$ cat src/rtl/cache_pkg.sv
// cache_pkg: shared types and line/beat geometry for the cache-to-memory burst adaptor.
package cache_pkg;
    typedef enum logic [1:0] {IDLE, READ, WRITE, DONE} adaptor_state_t;
    localparam int LINE_W   = 256;
    localparam int BEAT_W   = 64;
    localparam int BEATS    = 4;
    localparam int OFFSET_W = 5;
endpackage

$ cat src/rtl/cacheline_adaptor.sv
// cacheline_adaptor: converts a 256-bit line request into a 4 x 64-bit memory burst.
// Define CACHELINE_ADAPTOR_WRITE_EN to build the write-back path (WRITE state, buffer, burst_o).
module cacheline_adaptor
    import cache_pkg::*;
(
    input  logic         clk,
    input  logic         rst,
    input  logic         pmem_read,
    input  logic         pmem_write,
    input  logic [31:0]  pmem_address,
    input  logic [255:0] pmem_wdata,
    output logic [255:0] pmem_rdata,
    output logic         mem_resp,
    input  logic [63:0]  burst_i,
    output logic [63:0]  burst_o,
    output logic [31:0]  address_o,
    output logic         read_o,
    output logic         write_o,
    input  logic         resp_i
);
    adaptor_state_t state_q, state_d;
    logic [1:0]        cnt_q, cnt_d;
    logic [LINE_W-1:0] rdata_q, rdata_d;
    logic [31:0]       addr_q, addr_d;
    logic              resp_q, resp_d;
    logic              read_q, read_d;
    logic [31:0]       line_addr;
    logic              last_beat;

    assign line_addr = {pmem_address[31:OFFSET_W], {OFFSET_W{1'b0}}};
    assign last_beat = cnt_q == 2'(BEATS - 1);

`ifdef CACHELINE_ADAPTOR_WRITE_EN
    logic [LINE_W-1:0] wbuf_q, wbuf_d;
    logic [BEAT_W-1:0] bo_q, bo_d;
    logic              write_q, write_d;
    logic              unused_ok;
    assign unused_ok = ^pmem_address[OFFSET_W-1:0];
`else
    logic              unused_ok;
    assign unused_ok = ^{pmem_write, pmem_wdata, pmem_address[OFFSET_W-1:0]};
`endif

    always_comb begin
        state_d = state_q;
        cnt_d   = cnt_q;
        rdata_d = rdata_q;
        addr_d  = addr_q;
        read_d  = read_q;
        resp_d  = 1'b0;
`ifdef CACHELINE_ADAPTOR_WRITE_EN
        wbuf_d  = wbuf_q;
        bo_d    = bo_q;
        write_d = write_q;
`endif
        case (state_q)
            IDLE: begin
`ifdef CACHELINE_ADAPTOR_WRITE_EN
                if (pmem_write) begin
                    addr_d  = line_addr;
                    wbuf_d  = pmem_wdata;
                    bo_d    = pmem_wdata[BEAT_W-1:0];
                    write_d = 1'b1;
                    cnt_d   = 2'd0;
                    state_d = WRITE;
                end else
`endif
                if (pmem_read) begin
                    addr_d  = line_addr;
                    read_d  = 1'b1;
                    cnt_d   = 2'd0;
                    state_d = READ;
                end
            end
            READ: if (resp_i) begin
                rdata_d[cnt_q*BEAT_W +: BEAT_W] = burst_i;
                cnt_d = cnt_q + 2'd1;
                if (last_beat) begin
                    read_d  = 1'b0;
                    resp_d  = 1'b1;
                    state_d = DONE;
                end
            end
`ifdef CACHELINE_ADAPTOR_WRITE_EN
            // burst_o is registered, so the next word is loaded as the current one is accepted
            WRITE: if (resp_i) begin
                cnt_d = cnt_q + 2'd1;
                bo_d  = wbuf_q[cnt_d*BEAT_W +: BEAT_W];
                if (last_beat) begin
                    write_d = 1'b0;
                    resp_d  = 1'b1;
                    state_d = DONE;
                end
            end
`endif
            default: state_d = IDLE;
        endcase
    end

    always_ff @(posedge clk or negedge rst) begin
        if (!rst) begin
            state_q <= IDLE;
            cnt_q   <= 2'd0;
            rdata_q <= '0;
            addr_q  <= '0;
            resp_q  <= 1'b0;
            read_q  <= 1'b0;
`ifdef CACHELINE_ADAPTOR_WRITE_EN
            wbuf_q  <= '0;
            bo_q    <= '0;
            write_q <= 1'b0;
`endif
        end else begin
            state_q <= state_d;
            cnt_q   <= cnt_d;
            rdata_q <= rdata_d;
            addr_q  <= addr_d;
            resp_q  <= resp_d;
            read_q  <= read_d;
`ifdef CACHELINE_ADAPTOR_WRITE_EN
            wbuf_q  <= wbuf_d;
            bo_q    <= bo_d;
            write_q <= write_d;
`endif
        end
    end

    assign pmem_rdata = rdata_q;
    assign mem_resp   = resp_q;
    assign address_o  = addr_q;
    assign read_o     = read_q;
`ifdef CACHELINE_ADAPTOR_WRITE_EN
    assign burst_o    = bo_q;
    assign write_o    = write_q;
`else
    assign burst_o    = '0;
    assign write_o    = 1'b0;
`endif
endmodule

$ cat config.mk
export PLATFORM = sky130hd
export DESIGN_NAME = cacheline_adaptor
export DESIGN_NICKNAME = d
export VERILOG_FILES = /design/src/rtl/cache_pkg.sv /design/src/rtl/cacheline_adaptor.sv
export SDC_FILE = /design/constraint.sdc
export NUM_CORES = 1
export LEC_CHECK = 0
export BUFFER_PORTS_ARGS = -buffer_cell sky130_fd_sc_hd__buf_2
export CAP_MARGIN = 20
export CORE_AREA = 2 2 278 280
export DETAILED_ROUTE_END_ITERATION = 8
export DIE_AREA = 0 0 280 282
export PLACE_DENSITY = 0.34
export SLEW_MARGIN = 20
export SYNTH_ARGS = -nofsm -noshare
export SYNTH_HDL_FRONTEND = slang
export SYNTH_SLANG_ARGS = --single-unit
$ cat constraint.sdc
create_clock -name clk -period 2.83 [get_ports clk]
set_clock_uncertainty 0.2 [all_clocks]
set_input_delay 0.7075 -clock clk [delete_from_list [all_inputs] [get_ports clk]]
set_output_delay 0.7075 -clock clk [all_outputs]
set_load 0.05 [all_outputs]
==> results.py, run 1 <==
metrics = {
    "status": {
        "status": "complete, no violations",
    },
    "place": {
        "hpwl_um": 28080,
        "finalWeightedCongestion": 0.7307,
        "io_buffers": 379,
    },
    "floorplan": {
        "coreArea_mm2": 0.07570,
        "dieArea_mm2": 0.07896,
        "chipWidth_um": 280,
        "initial_core_util_pct": 14.72,
        "io_pins": 712,
        "rows": 101,
        "die_y_um": 282,
    },
    "critical_path": {
        "max_stage_delay_ns": 0.53,
        "rr_worst_depth": 6,
        "reg2reg_setup_slack_ns": 0.38,
        "cp.arrival_ns": 2.71,
        "reg2reg_to": "pmem_rdata[134]$_DFFE_PN0P_",
        "crit_slowest_cell": "nor4b_2",
        "crit_cells": 6,
        "cp-end-kind": "register",
        "cp_top_family": "buffers and inverters",
        "crit_type": "register to register",
        "path_cells": "inv_1 -> ha_1 -> inv_1 -> nor4b_2 -> buf_4 -> a22o_1",
        "worstPathRequired_ns": 3.09,
        "rr_startpoint": "cnt_q[1]$_DFFE_PN0P_",
        "crit_path_frequent_cell": "inv_1",
        "cp_max_fo": 20,
        "cp.buffers_inverters": 3,
        "cp-start-kind": "register",
    },
    "route": {
        "drc": 0,
        "drtAntennaViolNets": 0,
        "viasPerCell": 3.657,
        "wl_per_cell_um": 18.60,
        "drtPass1Iterations": 4,
        "drt-total-wl_um": 42130,
        "drt-initial-drc-count": 395,
        "vias": 8282,
    },
    "finish": {
        "nets": 1618,
        "area_growth_pct": 38.49,
        "postLayoutCoreUtil_pct": 20.39,
        "num-fill-cells": 8204,
        "drive_gt1_share_pct": 39.36,
        "multi_input_area_mm2": 0.003346,
        "register_area_mm2": 0.007232,
    },
    "sta": {
        "finalMaxSlewViolations": 0,
        "hold_viol": 0,
        "finalCritPeriodShare_pct": 86.51,
        "rsz0062_at_grt": "false",
        "setup_viol": 0,
        "fin_crit_ns": 2.448,
        "fin_setup_tns_ns": 0,
        "fmax_mhz": 408.5,
        "slew_headroom_pct": 57.14,
        "worst-slew-pin-transition_ns": 0.6428,
    },
    "power_and_ir_drop": {
        "cellPowerDensity_mw_per_mm2": 1379,
        "p_leak_nw": 7.962,
        "max-vdd-ir-drop_uv": 579.5,
    },
    "global_routing": {
        "grt_max_degree": 69,
        "gr-total-overflow": 0,
        "first_global_vias": 8699,
        "antenna_found_initial": 3,
        "grt_use_total_pct": 10.38,
        "grt_pass1_wl_um": 61330,
    },
    "yosys": {
        "synthDistinctLibCells": 24,
        "synth_seq_area_share_pct": 64.91,
        "syn_area_mm2": 0.01114,
        "syn_inst": 870,
        "ys_warn_count": 0,
        "avgSynthCellArea_um2": 12.81,
        "synth_seq_cells": 289,
    },
    "cts": {
        "clockBufferDepth": 3,
        "insertion_delay_ns": 0.54,
        "cts.sinks": 289,
        "htreeDepth": 2,
        "cts_tree": "built",
        "clk_pin_slew_ns": 0.06,
        "cts-root-buf": "clkbuf_16",
        "cts_buffers": 38,
    },
    "hold_path": {
        "hold_end": "address_o[29]$_DFFE_PN0P_",
        "min_from": "pmem_address[29]",
        "hp-class": "input pin to register",
        "whs_path_depth": 2,
    },
    "job": {
        "maxCapViolations": 0,
    },
}
-- Yosys cell counts --
cell type | number | area (um2)
buf_2 | 25 | 125.1
nor2b_1 | 2 | 12.51
nand4b_2 | 1 | 15.01
nand2_1 | 129 | 484.2
buf_6 | 6 | 67.56
conb_1 | 1 | 3.750
and3_1 | 2 | 12.51
a22o_1 | 192 | 1682
ha_1 | 6 | 75.07
dfrtp_1 | 289 | 7232
o21bai_1 | 1 | 7.510
nor4b_1 | 2 | 17.52
nor4_4 | 1 | 21.27
o2bb2ai_1 | 2 | 17.52
nor2_1 | 3 | 11.26
buf_4 | 70 | 525.5
buf_1 | 2 | 7.510
inv_1 | 4 | 15.01
clkbuf_1 | 33 | 123.9
nor4bb_1 | 1 | 10.01
nor3b_1 | 2 | 15.01
mux2_2 | 27 | 304.0
nand4b_1 | 3 | 26.28
o21ai_0 | 66 | 330.3
-- where the power goes --
part | switching [mW] | leakage, nW | total (mW) | internal (mW)
Combinational | 7.70 | 3.40 | 10.0 | 2.32
Sequential | 0.793 | 3.94 | 6.39 | 5.59
Clock | 1.90 | 0.625 | 4.87 | 2.97
Total | 10.4 | 7.96 | 21.3 | 10.9
-- per-stage QoR --
stage | hold slack [ns] | total power [mW] | setup WS (ns) | std cells | cell area (um2)
2_1_floorplan | 0.2119 | 13.70 | 0.7247 | 939 | 11400
3_3_place_gp | 0.2637 | 16.59 | 0.2241 | 2192 | 14150
3_5_place_dp | 0.2659 | 16.62 | 0.1339 | 2192 | 14150
4_1_cts | 0.1389 | 21.67 | 0.2438 | 2261 | 15420
5_1_grt | 0.1567 | 22.35 | 0.1629 | 2262 | 15420
6_report | 0.1976 | 21.27 | 0.3819 | 2265 | 15430
-- state kept, by name, indices dropped and copies added (netlist names) --
name	flops
mem_resp	1
cnt_q	2
read_o	1
pmem_rdata	256
address_o	27
state_q	2
-- layout make-up --
class / instances / share of cell area [%]
Clock buffer: 56 / 7.387
Tap cell: 978 / 7.930
Antenna cell: 4 / 0.06487
Multi-Input combinational cell: 510 / 21.68
Sequential cell: 289 / 46.87
Inverter: 4 / 0.09730
Clock inverter: 12 / 0.7784
Timing Repair Buffer: 412 / 15.20
-- worst register-to-register path, cell delays in order, from the launching register on --
cell     delay (ns)
dfrtp_1        0.39
inv_1          0.11
ha_1           0.44
inv_1          0.09
nor4b_2        0.53
buf_4          0.41
a22o_1         0.20
-- cells by family after synthesis --
logic type / Yosys count / synth area share, %
buffers and inverters: 140 / 7.760
adder cells (fa/ha/maj): 6 / 0.6738
AO/OA/AOI/OAI: 261 / 18.28
flip-flops: 289 / 64.91
multiplexers: 27 / 2.729
AND/OR/NAND/NOR: 146 / 5.615
other: 1 / 0.03366
-- layer usage --
metal	wire length [um]	vias to the layer above	global-route usage (%)	part of all wire [%]
li1	-	3753	-	-
met1	17530	4188	12.80	42
met2	20590	283	17.36	49
met3	3023	56	3.016	7.2
met4	973	2	3.332	2.3
met5	13	-	0	0.031
-- what timing repair did --
item / in CTS / in global routing
resized for setup: 0 / 0
hold buffers: 1 / 0
endpoints found under the hold margin: 43 / 0
buffers inserted: 0 / 0
-- cells in the final DEF, fill, tap and decap left out --
master	count
nand4b_1	3
inv_1	4
buf_2	378
and3_1	2
bufinv_16	2
a22o_1	192
clkbuf_1	7
clkinv_2	7
ha_1	6
o21bai_1	1
inv_6	1
nor4b_2	2
dlygate4sd3_1	1
buf_8	1
clkbuf_8	10
mux2_2	27
clkinv_4	1
nor4bb_4	1
clkinvlp_4	1
nor3b_1	1
nor2_1	3
o21ai_0	66
clkbuf_16	39
o2bb2ai_1	2
conb_1	70
diode_2	4
buf_12	15
nor2b_1	2
buf_4	17
nor3b_2	1
dfrtp_1	289
nand4b_4	1
nand2_1	129
nor4_4	1
-- how the worst max path moves through the flow --
stage	from	to	slack, ns
after floorplan	cnt_q[0]$_DFFE_PN0P_	pmem_rdata[58]$_DFFE_PN0P_	0.72
after global placement	resp_i	pmem_rdata[179]$_DFFE_PN0P_	0.22
after detailed placement	resp_i	pmem_rdata[181]$_DFFE_PN0P_	0.13
after CTS	cnt_q[1]$_DFFE_PN0P_	pmem_rdata[134]$_DFFE_PN0P_	0.24
after global routing	cnt_q[1]$_DFFE_PN0P_	pmem_rdata[134]$_DFFE_PN0P_	0.16
final	cnt_q[1]$_DFFE_PN0P_	pmem_rdata[134]$_DFFE_PN0P_	0.38
No activity file was read; power rests on OpenSTA's default activity.
==> run 2, diff against run 1 <==
Settings changed: MAX_ROUTING_LAYER from default to met4.
Clock period 2.83 ns to 2.4 ns, I/O delays scaled along.
==> run 2 against run 1 <==
Compared with the run above: sequential power increased by 17%; largest power group unchanged; worst setup slack worse by 0.23 ns; final cell count down 0.18%; largest cell class unchanged; sequential share of layout area about the same; fmax up 8.9%.
==> results.py, run 2 (synthesis results as in run 1) <==
metrics = {
    "status": {
        "status": "complete, no violations",
    },
    "finish": {
        "largest_reg_flops": 256,
        "final_common_cell": "buf_2",
        "area_growth_pct": 38.35,
        "multi_input_area_mm2": 0.003348,
        "num-fill-cells": 8258,
        "drive_gt1_share_pct": 39.55,
        "register_area_mm2": 0.007232,
        "nets": 1621,
        "mostFrequentLayoutCells": "378 x buf_2, 289 x dfrtp_1, 192 x a22o_1",
    },
    "floorplan": {
        "rows": 101,
        "coreArea_mm2": 0.07570,
        "initial_core_util_pct": 14.72,
        "chipWidth_um": 280,
        "io_pins": 712,
        "die_y_um": 282,
        "dieArea_mm2": 0.07896,
    },
    "hold_path": {
        "hp-class": "input pin to register",
    },
    "route": {
        "vias": 8304,
        "drtAntennaViolNets": 0,
        "drt-total-wl_um": 42840,
        "drc": 0,
        "drtPass1Iterations": 4,
        "viasPerCell": 3.673,
        "drt-initial-drc-count": 390,
        "wl_per_cell_um": 18.95,
    },
    "sta": {
        "slew_headroom_pct": 64.84,
        "finalMaxSlewViolations": 0,
        "rsz0062_at_grt": "false",
        "fmax_mhz": 444.8,
        "fin_setup_tns_ns": 0,
        "worst-slew-pin-transition_ns": 0.5274,
        "finalCritPeriodShare_pct": 93.67,
        "setup_viol": 0,
        "hold_viol": 0,
        "fin_hold_ws_ns": 0.08414,
        "fin_ws_ns": 0.1519,
        "fin_crit_ns": 2.248,
    },
    "critical_path": {
        "cp_max_fo": 24,
        "cp-start-kind": "register",
        "crit_type": "register to register",
        "path_cells": "inv_1 -> ha_2 -> nor4bb_4 -> buf_4 -> buf_6 -> nand2_1 -> o21ai_0",
        "crit_slowest_cell": "dfrtp_1",
        "max_stage_delay_ns": 0.37,
        "cp.arrival_ns": 2.50,
        "cp-end-kind": "register",
        "worstPathRequired_ns": 2.66,
    },
    "job": {
        "maxCapViolations": 0,
    },
    "power_and_ir_drop": {
        "seqPwrFrac_pct": 29.9,
        "p_sw_mw": 12.32,
        "p_leak_nw": 7.950,
        "clockPowerShare_pct": 22.8,
        "pwr-share-comb_pct": 47.4,
        "swShare_pct": 49.07,
        "max-vdd-ir-drop_uv": 618.9,
        "p_int_mw": 12.79,
        "cellPowerDensity_mw_per_mm2": 1629,
    },
    "cts": {
        "cts_tree": "built",
        "clk_pin_slew_ns": 0.05,
        "htreeDepth": 2,
        "cts-root-buf": "clkbuf_16",
        "cts.sinks": 289,
        "cts_buffers": 39,
        "clockBufferDepth": 3,
        "insertion_delay_ns": 0.54,
    },
    "place": {
        "place_ws_ns": 0.05775,
        "finalWeightedCongestion": 0.7271,
        "hpwl_um": 27670,
        "io_buffers": 379,
    },
    "global_routing": {
        "grt_pass1_wl_um": 60630,
        "antenna_found_initial": 2,
        "gr-total-overflow": 0,
        "first_global_vias": 8673,
        "grt_max_degree": 71,
        "grt_use_total_pct": 10.60,
    },
}
## run 2: cell count changes in the layout (fill, tap and decap cells not counted), moves of 2 or more
cell	before	now
clkinv_2	7	5
diode_2	4	1
clkinv_8	0	2
buf_4	17	20
clkbuf_8	10	8
buf_12	15	12
## run 2: power by group through the flow
stage	clock [mW]	sequential, mW	combinational (mW)
6_report	5.72	7.50	11.9
5_1_grt	6.18	7.75	12.5
4_1_cts	5.98	7.51	12.0
3_5_place_dp	0	7.55	12.0
3_3_place_gp	0	7.54	12.0
2_1_floorplan	0	13.6	2.60
## run 2: timing repair
item | 4_1_cts | 5_1_grt
endpoints found under the hold margin | 28 | 0
setup endpoints to repair | 0 | 13
hold buffers | 1 | 0
setup buffers | 0 | 1
resized for setup | 0 | 3
## run 2: area by class of cell
type                       instances  share of cell area (%)
tap                              978                   7.938
clock inverter                    12                  0.9172
sequential                       289                   46.92
antenna                            1                 0.01623
multi-input combinational        510                   21.72
inverter                           4                 0.09740
clock buffer                      53                   7.192
timing repair buffer             414                   15.20
## run 2: path summary, 6_finish.rpt
| kind | to | startpoint | cells after the start | slack [ns] |
|---|---|---|---|---|
| max | pmem_rdata[33]$_DFFE_PN0P_ | cnt_q[0]$_DFFE_PN0P_ | 7 | 0.15 |
| min | address_o[12]$_DFFE_PN0P_ | pmem_address[12] | 2 | 0.08 |
| max reg2reg | pmem_rdata[33]$_DFFE_PN0P_ | cnt_q[0]$_DFFE_PN0P_ | 7 | 0.15 |
| min reg2reg | pmem_rdata[63]$_DFFE_PN0P_ | pmem_rdata[63]$_DFFE_PN0P_ | 2 | 0.27 |
| max in group asynchronous | pmem_rdata[207]$_DFFE_PN0P_ | rst | 3 | 0.86 |
| min in group asynchronous | pmem_rdata[111]$_DFFE_PN0P_ | rst | 2 | 0.38 |
## run 2: through the flow
| step | util (%) | power (mW) | instances | instance area (um2) |
|---|---|---|---|---|
| final | 20.36 | 25.11 | 2261 | 15410 |
| after global routing | 20.36 | 26.38 | 2261 | 15410 |
| after CTS | 20.33 | 25.51 | 2258 | 15390 |
| after detailed placement | 18.66 | 19.56 | 2192 | 14130 |
| after global placement | 18.66 | 19.54 | 2192 | 14130 |
| after floorplan | - | 16.15 | 939 | 11400 |
## run 2: worst max-delay path: cells and delay by family, from the launching register on
kind	cells	cell delay (ns)
AOI/OAI and AO/OA	1	0.15
DFF	1	0.37
and+or+nand+nor	2	0.37
adders and majority gates	1	0.36
buffers and inverters	3	0.68
## run 2: layer usage
metal / wire, um / global-route usage (%) / part of all wire, %
met5: 0 / - / 0
met4: 1006 / 3.195 / 2.3
met3: 2977 / 3.058 / 6.9
met2: 20820 / 17.22 / 49
met1: 18040 / 12.69 / 42
